**config.mk**
```make
export PLATFORM = sky130hd
export DESIGN_NAME = mag_sequencer
export DESIGN_NICKNAME = d
export VERILOG_FILES = /design/src/rtl/mag_sequencer.sv
export SDC_FILE = /design/constraint.sdc
export NUM_CORES = 1
export LEC_CHECK = 0
export ABC_AREA = 1
export CORE_UTILIZATION = 47
export DETAILED_ROUTE_END_ITERATION = 8
export GPL_ROUTABILITY_DRIVEN = 0
export GPL_TIMING_DRIVEN = 0
export PLACE_DENSITY = 0.79
export SLEW_MARGIN = 25
export SYNTH_ARGS = -nofsm -noshare
export SYNTH_HDL_FRONTEND = slang
export SYNTH_SLANG_ARGS = --single-unit
```
**constraint.sdc**
```tcl
create_clock -name clk -period 1.84 [get_ports clk]
set_input_delay 0.368 -clock clk [delete_from_list [all_inputs] [get_ports clk]]
set_output_delay 0.368 -clock clk [all_outputs]
set_load 0.01 [all_outputs]
```
**src/rtl/mag_sequencer.sv**
```systemverilog
// Purpose : microwave magnetron sequencer; load/start/pause/cancel cook timer, drive external SR latch.
// Latency : every output is a flop; it reflects the inputs sampled at the previous clk edge.
// Backpr. : none; single-cycle request pulses are consumed or ignored in the cycle they arrive.
//
// Ports:
//   clk, reset             rising-edge clock, synchronous active-high reset
//   start/stop/clear       one-cycle operator requests (stop beats start)
//   door_closed            door interlock level, 1 = shut
//   sec_tick               one-cycle pulse per second
//   time_load, time_in     load a cook time in seconds
//   latch_S, latch_R       one-cycle set/reset pulses to the external magnetron latch
//   mag_on                 high exactly while state == COOKING
//   time_left              remaining seconds
//   state                  IDLE=0 READY=1 COOKING=2 PAUSED=3 DONE=4
//   done_beep              high while in DONE
module mag_sequencer #(
  parameter int DONE_BEEP_SEC = 3,
  parameter int TW            = 12
) (
  input  logic          clk,
  input  logic          reset,
  input  logic          start,
  input  logic          stop,
  input  logic          clear,
  input  logic          door_closed,
  input  logic          sec_tick,
  input  logic          time_load,
  input  logic [TW-1:0] time_in,
  output logic          latch_S,
  output logic          latch_R,
  output logic          mag_on,
  output logic [TW-1:0] time_left,
  output logic [2:0]    state,
  output logic          done_beep
);

  typedef enum logic [2:0] {
    IDLE    = 3'b000,
    READY   = 3'b001,
    COOKING = 3'b010,
    PAUSED  = 3'b011,
    DONE    = 3'b100
  } state_t;

  // Counter holds 0..DONE_BEEP_SEC-1 while beeping; sized to hold DONE_BEEP_SEC itself.
  localparam int CW = (DONE_BEEP_SEC > 1) ? $clog2(DONE_BEEP_SEC + 1) : 1;
  localparam logic [CW-1:0] BEEP_LAST = CW'(DONE_BEEP_SEC - 1);

  logic [CW-1:0] beep_cnt;
  state_t        nxt_state;
  logic [TW-1:0] nxt_time;
  logic [CW-1:0] nxt_cnt;

  always_comb begin
    nxt_state = IDLE;
    nxt_time  = time_left;
    nxt_cnt   = '0;          // any state other than DONE keeps the counter cleared
    case (state)
      IDLE: begin
        nxt_state = IDLE;
        if (time_load && (time_in != '0)) begin
          nxt_state = READY;
          nxt_time  = time_in;
        end
      end
      READY: begin
        nxt_state = READY;
        if (clear) begin
          nxt_state = IDLE;
          nxt_time  = '0;
        end else if (time_load) begin
          nxt_time  = time_in;
          nxt_state = (time_in == '0) ? IDLE : READY;
        end else if (start && !stop && door_closed) begin
          nxt_state = COOKING;
        end
      end
      COOKING: begin
        nxt_state = COOKING;
        // Door/stop win over the tick, so a pausing tick never eats a second.
        if (!door_closed || stop) begin
          nxt_state = PAUSED;
        end else if (sec_tick) begin
          if (time_left == TW'(1)) begin
            nxt_state = DONE;
            nxt_time  = '0;
          end else begin
            nxt_time = time_left - TW'(1);
          end
        end
      end
      PAUSED: begin
        nxt_state = PAUSED;
        if (stop || clear) begin
          nxt_state = IDLE;
          nxt_time  = '0;
        end else if (start && door_closed) begin
          nxt_state = COOKING;
        end
      end
      DONE: begin
        nxt_state = DONE;
        nxt_cnt   = beep_cnt;
        if (stop || clear) begin
          nxt_state = IDLE;
          nxt_cnt   = '0;
        end else if (sec_tick) begin
          if (beep_cnt == BEEP_LAST) begin
            nxt_state = IDLE;
            nxt_cnt   = '0;
          end else begin
            nxt_cnt = beep_cnt + CW'(1);
          end
        end
      end
      default: begin
        nxt_state = IDLE;
        nxt_time  = '0;
      end
    endcase
  end

  // Outputs are derived from the next state so they line up with the state register.
  always_ff @(posedge clk) begin
    if (reset) begin
      state     <= IDLE;
      time_left <= '0;
      beep_cnt  <= '0;
      mag_on    <= 1'b0;
      latch_S   <= 1'b0;
      latch_R   <= 1'b1;   // hold the external latch off through reset
      done_beep <= 1'b0;
    end else begin
      state     <= nxt_state;
      time_left <= nxt_time;
      beep_cnt  <= nxt_cnt;
      mag_on    <= (nxt_state == COOKING);
      latch_S   <= (nxt_state == COOKING) && (state != COOKING);
      latch_R   <= (state == COOKING) && (nxt_state != COOKING);
      done_beep <= (nxt_state == DONE);
    end
  end

endmodule
```
==> metrics.md <==
| Metric | Value |
|---|---|
| Syn-to-layout area delta | `32.67%` |
| Detailed placer's ending HPWL | `2761 um` |
| Clock Skew | `2.395 ps` |
| Core Box Area | `0.002758 mm^2` |
| Post-place instance area | `0.001794 mm^2` |
| Min-Delay Path Class | `flip-flop to flip-flop` |
| Fin crit period | `1798 ps` |
| Largest net degree at the start of global routing | `13` |
| Final core utilization | `0.6615` |
| Global-route wire length before repair | `5637 um` |
| Critical Path Source Type | `flip-flop` |
| Cell taking the most area after synthesis | `dfxtp_1` |
| Syn Nets | `254` |
| Latest clock arrival within the worst-skew pair | `310 ps` |
| Fmax | `556.2 MHz` |
| PnR Total Power | `1.084 mW` |
| Slew headroom | `0.6745` |
| Adder-Cell Fraction of Synth Area | `0.01820` |
| Initial antenna violation count | `0` |
| Tot GR Track Use | `0.2268` |
| Final Setup Violations | `0` |
| WHS Path Cells | `2` |
| FF-to-FF End | `time_left[11]` |
| Mapped Area | `0.001375 mm^2` |
| Worst Max-Slew Pin Slew | `488.2 ps` |
| Share of cells above drive strength 1 | `0.06204` |
| Root Buffer | `clkbuf_4` |
| Crit path DAT | `1430 ps` |
| Maxcap violations | `0` |
| Die span in x | `56.09 um` |
| Worst hold endpoint | `beep_cnt[1]` |
| Routed wire length | `3456 um` |
| Top Usage Layer GRT | `met2` |
| Cell area after layout | `0.001824 mm^2` |
| Grt ovf | `0` |
| Multiplexer area fraction after synthesis | `0` |
| Vias in the first global route | `1273` |
| Worst-path maximum fanout | `7` |
| Worst-path clk slew | `130 ps` |
| Post-CTS Setup Inserts | `0` |
| Simple-gate area share of the yosys netlist | `0.4531` |
| Grt met2 use | `0.3537` |
| Max-slew violations | `0` |
| Hold Startpoint | `beep_cnt[1]` |
| Synthesis-stage register bit count | `21` |
| DRC | `0` |
| Clk sinks | `21` |
| Top Family by Delay on Critical Path | `buffers and inverters` |
| Crit path required time | `1470 ps` |
| Synth cell types | `27` |
| Initial Util | `0.4986` |
| FP Rows | `19` |
| Final hold slack | `500.1 ps` |
| Yosys Warn Count | `0` |
| Starting DRT DRC Count | `88` |
| Drt wl/cell | `11.33 um` |
| Register area share after synthesis | `0.3057` |
| CTS tree | `yes` |
| Pwr/cell area | `594.5 mW/mm^2` |
| FF-to-FF setup slack | `250 ps` |
| Crit path cell chain | `clkdlybuf4s50_1` |
| Fin. Hold Viols | `0` |
| Unrepaired setup endpoints after global routing | `no` |
| Run status | `completed` |
| Largest family of logic cells by synthesized area | `simple AND/OR/NAND/NOR gates` |
| Antenna-violating nets left | `0` |
| Area share of the largest cell type after synthesis | `0.3057` |
| Longest Clk Path Bufs | `2` |
| Num CTS Buffers | `3` |
| Syn_area_per_cell | `5.927 um^2` |
| Worst path max stage delay | `600 ps` |
| IO Port Bufs | `38` |
| Syn Inst Count | `232` |
| Compound-gate portion of the synthesized area | `0.1219` |
| Routed via count | `1519` |
| Routed vias/inst | `4.980` |
| Post-Synth XOR/XNOR Area | `0.01911` |
| IO Pins | `39` |
| Crit path launch | `state[2]` |
| FF-to-FF Start | `state[2]` |
| Setup TNS | `0 ps` |
| WP buf/inv | `1` |
| Die area | `0.003146 mm^2` |
| Die Height | `56.09 um` |
| Crit end category | `output port` |
| Pre-antenna DRT Iters | `4` |
| Reg2reg path depth | `7` |
| Nets | `297` |
| ANT cells | `0` |
| H-tree depth | `1` |
| Area contributors post-synth | `dfxtp_1, nand2_1, nor2_1` |
| Tcrit/Tclk final | `0.9771` |
| Global-route track usage on met3 | `0.02093` |
| Peak VDD IR | `0.4540 mV` |
| GRT met1 Usage | `0.3295` |
| Slowest CP cell | `clkdlybuf4s50_1` |
| Critical path class | `flip-flop to output port` |
| Leak Pwr | `0.8095 nW` |
[where the power goes]
group          switching, mW  leakage [nW]  internal [mW]  total [mW]
Combinational          0.182         0.620          0.157       0.339
Clock                  0.156        0.0177         0.0813       0.237
Sequential            0.0315         0.172          0.477       0.509
Total                  0.370         0.810          0.715        1.08
[metrics by stage]
| stage | worst slack, ps | cells |
|---|---|---|
| floorplan | 435.1 | 232 |
| global placement | -146.8 | 301 |
| detailed placement | -132.7 | 301 |
| CTS | 38.40 | 305 |
| global route | 9.773 | 305 |
| finish | 42.10 | 305 |
[cells in the final DEF (no fill, tap or decap)]
master and n:
ha_1 2, buf_4 2, inv_1 21, xnor2_1 1, nand3_2 2, buf_6 1
nand4_1 1, nor2_1 32, nand2_1 85, clkbuf_4 3, inv_2 1, nor3_4 1
nor2_2 3, and2_0 1, o21ai_1 2, clkinv_2 1, a21oi_2 1, or2_2 1
o22ai_1 1, o21ai_0 8, clkdlybuf4s50_1 38, a21oi_1 19, nor3_1 1, clkbuf_1 1
o21bai_1 1, xor2_1 2, dfxtp_1 21, nand3_1 19, and2_1 1, nand2_2 1
[routing by layer]
metal	vias up	part of all wire
li1	817	-
met4	0	0.0049
met2	44	0.45
met5	-	0
met1	656	0.48
met3	2	0.064
[synthesized netlist by cell type]
cell type	instances
nand2_1	85
nor2_1	33
dfxtp_1	21
inv_1	21
a21oi_1	19
nand3_1	19
o21ai_0	9
buf_4	2
ha_1	2
nand3_2	2
nor2_2	2
xor2_1	2
a21oi_2	1
and2_0	1
and2_1	1
buf_6	1
clkbuf_1	1
inv_2	1
nand2_2	1
nand4_1	1
nor3_1	1
nor3_4	1
o21ai_1	1
o21bai_1	1
o22ai_1	1
or2_2	1
xnor2_1	1
[tightest hold or removal path, stage by stage (launching register included)]
cell and delay, ps:
dfxtp_1 350, nand2_1 60, a21oi_1 50
[flip-flops by register name, summed over array words and instances (netlist names)]
register	cells
latch_R	1
time_left	12
latch_S	1
done_beep	1
state	3
beep_cnt	2
mag_on	1
[final cells by class]
| cell class | instances | area (um^2) |
|---|---|---|
| well taps | 31 | 38.79 |
| multi-input cells | 185 | 844.6 |
| flip-flops and latches | 21 | 420.4 |
| plain buffers | 4 | 30.03 |
| clock buffers | 3 | 22.52 |
| clock inverters | 1 | 5.005 |
| repair buffers | 38 | 380.4 |
| inverters | 22 | 82.58 |
| fillers | 267 | 933.4 |
[logic make-up (layout without fill, tap and decap cells)]
group                      Yosys count  count (layout)
and+or+nand+nor                    148             148
AOI/OAI and AO/OA                   32              32
buffers and inverters               26              68
DFF                                 21              21
xor gates and xnor gates             3               3
adders and majority gates            2               2
[worst max path at each step]
stage	to	slack, ps	cells after the start
2_1_floorplan	time_left[0]	440	8
3_3_place_gp	time_left[11]	-150	10
3_5_place_dp	time_left[11]	-130	10
4_1_cts	state[2]	40	1
5_1_grt	state[2]	10	1
6_report	state[2]	40	1
[repair_timing]
action                                  CTS  global route
endpoints found under the setup margin    0             6
resized for setup                         0             2
hold buffers                              0             0
No activity file was read; power rests on OpenSTA's default activity.
==> RTL change 1: new RTL, config.mk and constraints unchanged <==
Set the parameter `TW` to 11 (it was 12).
--- a/src/rtl/mag_sequencer.sv
+++ b/src/rtl/mag_sequencer.sv
@@ -15,7 +15,7 @@
 //   done_beep              high while in DONE
 module mag_sequencer #(
   parameter int DONE_BEEP_SEC = 3,
-  parameter int TW            = 12
+  parameter int TW            = 11
 ) (
   input  logic          clk,
   input  logic          reset,
Ports: changed (resized time_in and time_left); port bits go from 39 to 37. The function was not compared with the original's and may differ.
==> RTL change 1 against the unedited design <==
Worst setup slack better by 0.039 ns; sequential cell count fell by 1; clock power increased by 56%; routed wire length fell by 4.3%; fmax increased by 2.2%; register-to-register slack got worse by 0.06 ns; non-clock buffer count decreased by 2; core utilization grew 2.4 points; total power rose by 12%; sequential share of layout area increased by 0.093 points; combinational power rose by 4%; synthesized area fell by 6.4%; design area fell by 5.1%; critical path type unchanged; largest cell class unchanged; largest power group unchanged; highest routed layer unchanged.
==> RTL change 1: results (changes against the unedited design) <==
status - completed
met2 global-route usage - 38.0% (+2.6 points)
# fillers - 244 (-8.6%)
first-pass GRT wire length - 5320 um (-5.6%)
worst reg2reg setup slack - 0.19 ns (-0.06 ns)
R2R Path Start - time_left[1]
Final nets - 280 (-5.7%)
clk_skew - 0.00708 ns (+0.00469 ns)
Synth Area in Compound Gates - 11.8% (-0.43 points)
sequential-to-total area share from yosys stat - 31.1% (+0.52 points)
Synth Area in XOR/XNOR - 2.04% (+0.13 points)
Worst Hold Launch - reset
dpl hpwl - 2500 um (-9.5%)
R2R depth - 10 (+3)
commonest cells in the netlist - nand2_1, nor2_1, dfxtp_1, inv_1, nand3_1
Area after DPL - 1680 um^2 (-6.6%)
met1 global-route usage - 36.0% (+3.0 points)
Worst Path Arrival - 1.39 ns (-0.04 ns)
CP Launch Point - state[1]
met3 Use GR - 5.28% (+3.2 points)
Int Pwr - 0.840 mW (+18%)
Iter 0 DRT Violations - 49 (-44%)
Gate power share - 29.1% (-2.1 points)
sequential power share - 40.6% (-6.3 points)
crit path max fanout - 8 (+1)
==> RTL change 1: area by class of cell <==
type	count	share of cell area (%)
Buffer	5	1.81
Clock buffer	3	1.30
Clock inverter	1	1.74
Inverter	22	4.77
Multi-Input combinational cell	172	44.8
Sequential cell	20	23.1
Tap cell	30	2.17
Timing Repair Buffer	35	20.2
==> RTL change 1: worst min-delay path by stage <==
stage	end	slack, ns	cells after the start
floorplan	beep_cnt[1]	0.45	2
global placement	beep_cnt[1]	0.47	2
detailed placement	beep_cnt[1]	0.47	2
CTS	time_left[6]	0.42	2
global route	time_left[6]	0.43	2
finish	time_left[6]	0.43	2
==> RTL change 1: stage by stage <==
step           setup TNS (ns)  std cells  util [%]
2_1_floorplan               0        219         -
3_3_place_gp            -1.05        284      66.4
3_5_place_dp            -1.47        284      66.4
4_1_cts                     0        288      68.5
5_1_grt                     0        288      68.6
6_report                    0        288      68.6
==> RTL change 2: new RTL, same settings <==
Without the edit above. Reset style: asynchronous (`reset`), changed in one clocked block. Comments in the files are not updated.
--- a/src/rtl/mag_sequencer.sv
+++ b/src/rtl/mag_sequencer.sv
@@ -121,7 +121,7 @@
   end
 
   // Outputs are derived from the next state so they line up with the state register.
-  always_ff @(posedge clk) begin
+  always_ff @(posedge clk or posedge reset) begin
     if (reset) begin
       state     <= IDLE;
       time_left <= '0;
Formal check against the unedited RTL: differs if reset is asserted again (counterexample within 4 cycles, from zero or initial values and one cycle with reset high); with reset held inactive, the same outputs for 10 cycles.
==> RTL change 2 against the unedited design <==
Design area increased by 6.9%; worst setup slack better by 0.010 ns; synthesized area is 8.0% higher; final cell count rose by 3.3%; via count decreased by 1.3%; synthesized cell count shrank 1.3%; count of clock-buffer cells in the layout stayed put; routed wire length fell by 2.2%; global-route usage down 0.38 points; sequential cell count unchanged; critical endpoint is now state[1]; largest cell class unchanged.
Power is not compared: it rests on default switching activity, and its combinational part moved more than twofold at a synthesized area within 25%.
==> RTL change 2: results (changes against the unedited design) <==
R2R depth - 12 (+5)
most common flop cell mapped by yosys - dfrtp_1
clk slew on worst S/H paths - 0.14 ns
worst reg2reg setup slack - 0.28 ns (+0.03 ns)
Distinct cells, synth - 29 (+7.4%)
status - completed
worst slew pin tran - 0.809 ns (+0.321 ns)
diode count - 0 (unchanged)
largest net degree at the start of global routing - 22 (+9)
clk_skew - 0.00839 ns (+0.00599 ns)
GRT Overall Usage - 22.3% (-0.38 points)
dpl hpwl - 2620 um (-5.1%)
CP Launch Point - state[1]
vias in the first global route - 1422 (+12%)
WL final - 3380 um (-2.2%)
synth top area cells - dfrtp_1, nand2_1, nor2_1
async set-reset flop share out of synthesis - 100% (+100 points)
Iter 0 DRT Violations - 51 (-42%)
fraction of layout cells with a size suffix above 1 - 9.23% (+3.0 points)
R2R Path Start - time_left[1]
Tmin final - 1.79 ns (-0.0100 ns)
sequential-to-total area share from yosys stat - 35.5% (+4.9 points)
clock latency on the worst-skew pair - 0.31 ns (about the same)
first-pass GRT wire length - 5840 um (+3.5%)
vias per inst - 4.76 (-4.4%)
Final nets - 294 (-1.0%)
Hold Path Class - in -> async
Setup crit end - state[1]
Reg-to-Reg End - time_left[8]
Worst Setup Slack post-DPL - 0.0176 ns (+0.150 ns)
-- RTL change 2: cell types whose count changed in the layout (fill, tap and decap cells not counted), moves of 3 or more --
cell,change
dfxtp_1,-21
nand2_1,+5
a21oi_1,-15
nand3_1,-3
dfrtp_1,+20
nor2_1,+6
o21ai_0,-5
-- RTL change 2: worst min path at each step --
stage / startpoint / end / slack (ns) / cells past startpoint
after floorplan: reset / beep_cnt[0] / 0.34 / 1
after global placement: time_left[0] / time_left[0] / 0.53 / 2
after detailed placement: time_left[0] / time_left[0] / 0.53 / 2
after CTS: reset / latch_S / 0.53 / 2
after global routing: reset / mag_on / 0.58 / 2
final: reset / latch_S / 0.50 / 2
-- RTL change 2: final cells by class --
class                   count  area (um^2)
clock inverters             1         7.51
multi-input cells         179          826
clock buffers               3         22.5
well taps                  44         55.1
flip-flops and latches     21          527
fillers                   289         1080
inverters                  25         93.8
repair buffers             38          380
plain buffers               4         38.8
-- RTL change 2: per-stage QoR --
stage / cells / instance area [um^2]
after detailed placement: 311 / 1920
final: 315 / 1950
after global placement: 311 / 1920
after CTS: 315 / 1950
after global routing: 315 / 1950
after floorplan: 229 / 1490
-- RTL change 2: kinds of logic (layout without fill, tap and decap cells) --
group	count (synthesis)	after routing	share of synthesized area, %
DFF	21	21	35.5
xor gates and xnor gates	1	1	0.590
buffers and inverters	29	71	8.93
AOI/OAI and AO/OA	14	14	6.07
adders and majority gates	2	2	1.68
and+or+nand+nor	162	162	47.3
-- RTL change 2: per-layer routing --
layer / track usage, % / routed length (um) / up-vias
li1: - / - / 794
met1: 26.7 / 1540 / 673
met2: 42.4 / 1730 / 30
met3: 2.90 / 89 / 2
met4: 4.42 / 16 / 0
met5: 0 / 0 / -
-- RTL change 2: worst reg2reg max path, stage by stage (launching register included) --
cell,delay (ns)
dfrtp_1,0.44
inv_1,0.10
ha_1,0.15
inv_1,0.04
nor2_1,0.07
nand3_1,0.08
nor2_2,0.17
nor2_2,0.07
buf_6,0.14
nand3_1,0.08
nand2_1,0.06
nand2_1,0.05
nand2_1,0.04
-- RTL change 2: power breakdown --
part	internal [mW]	switching [mW]
clock network	0.0828	0.157
registers	0.617	0.208
logic	0.707	0.910
total	1.41	1.27
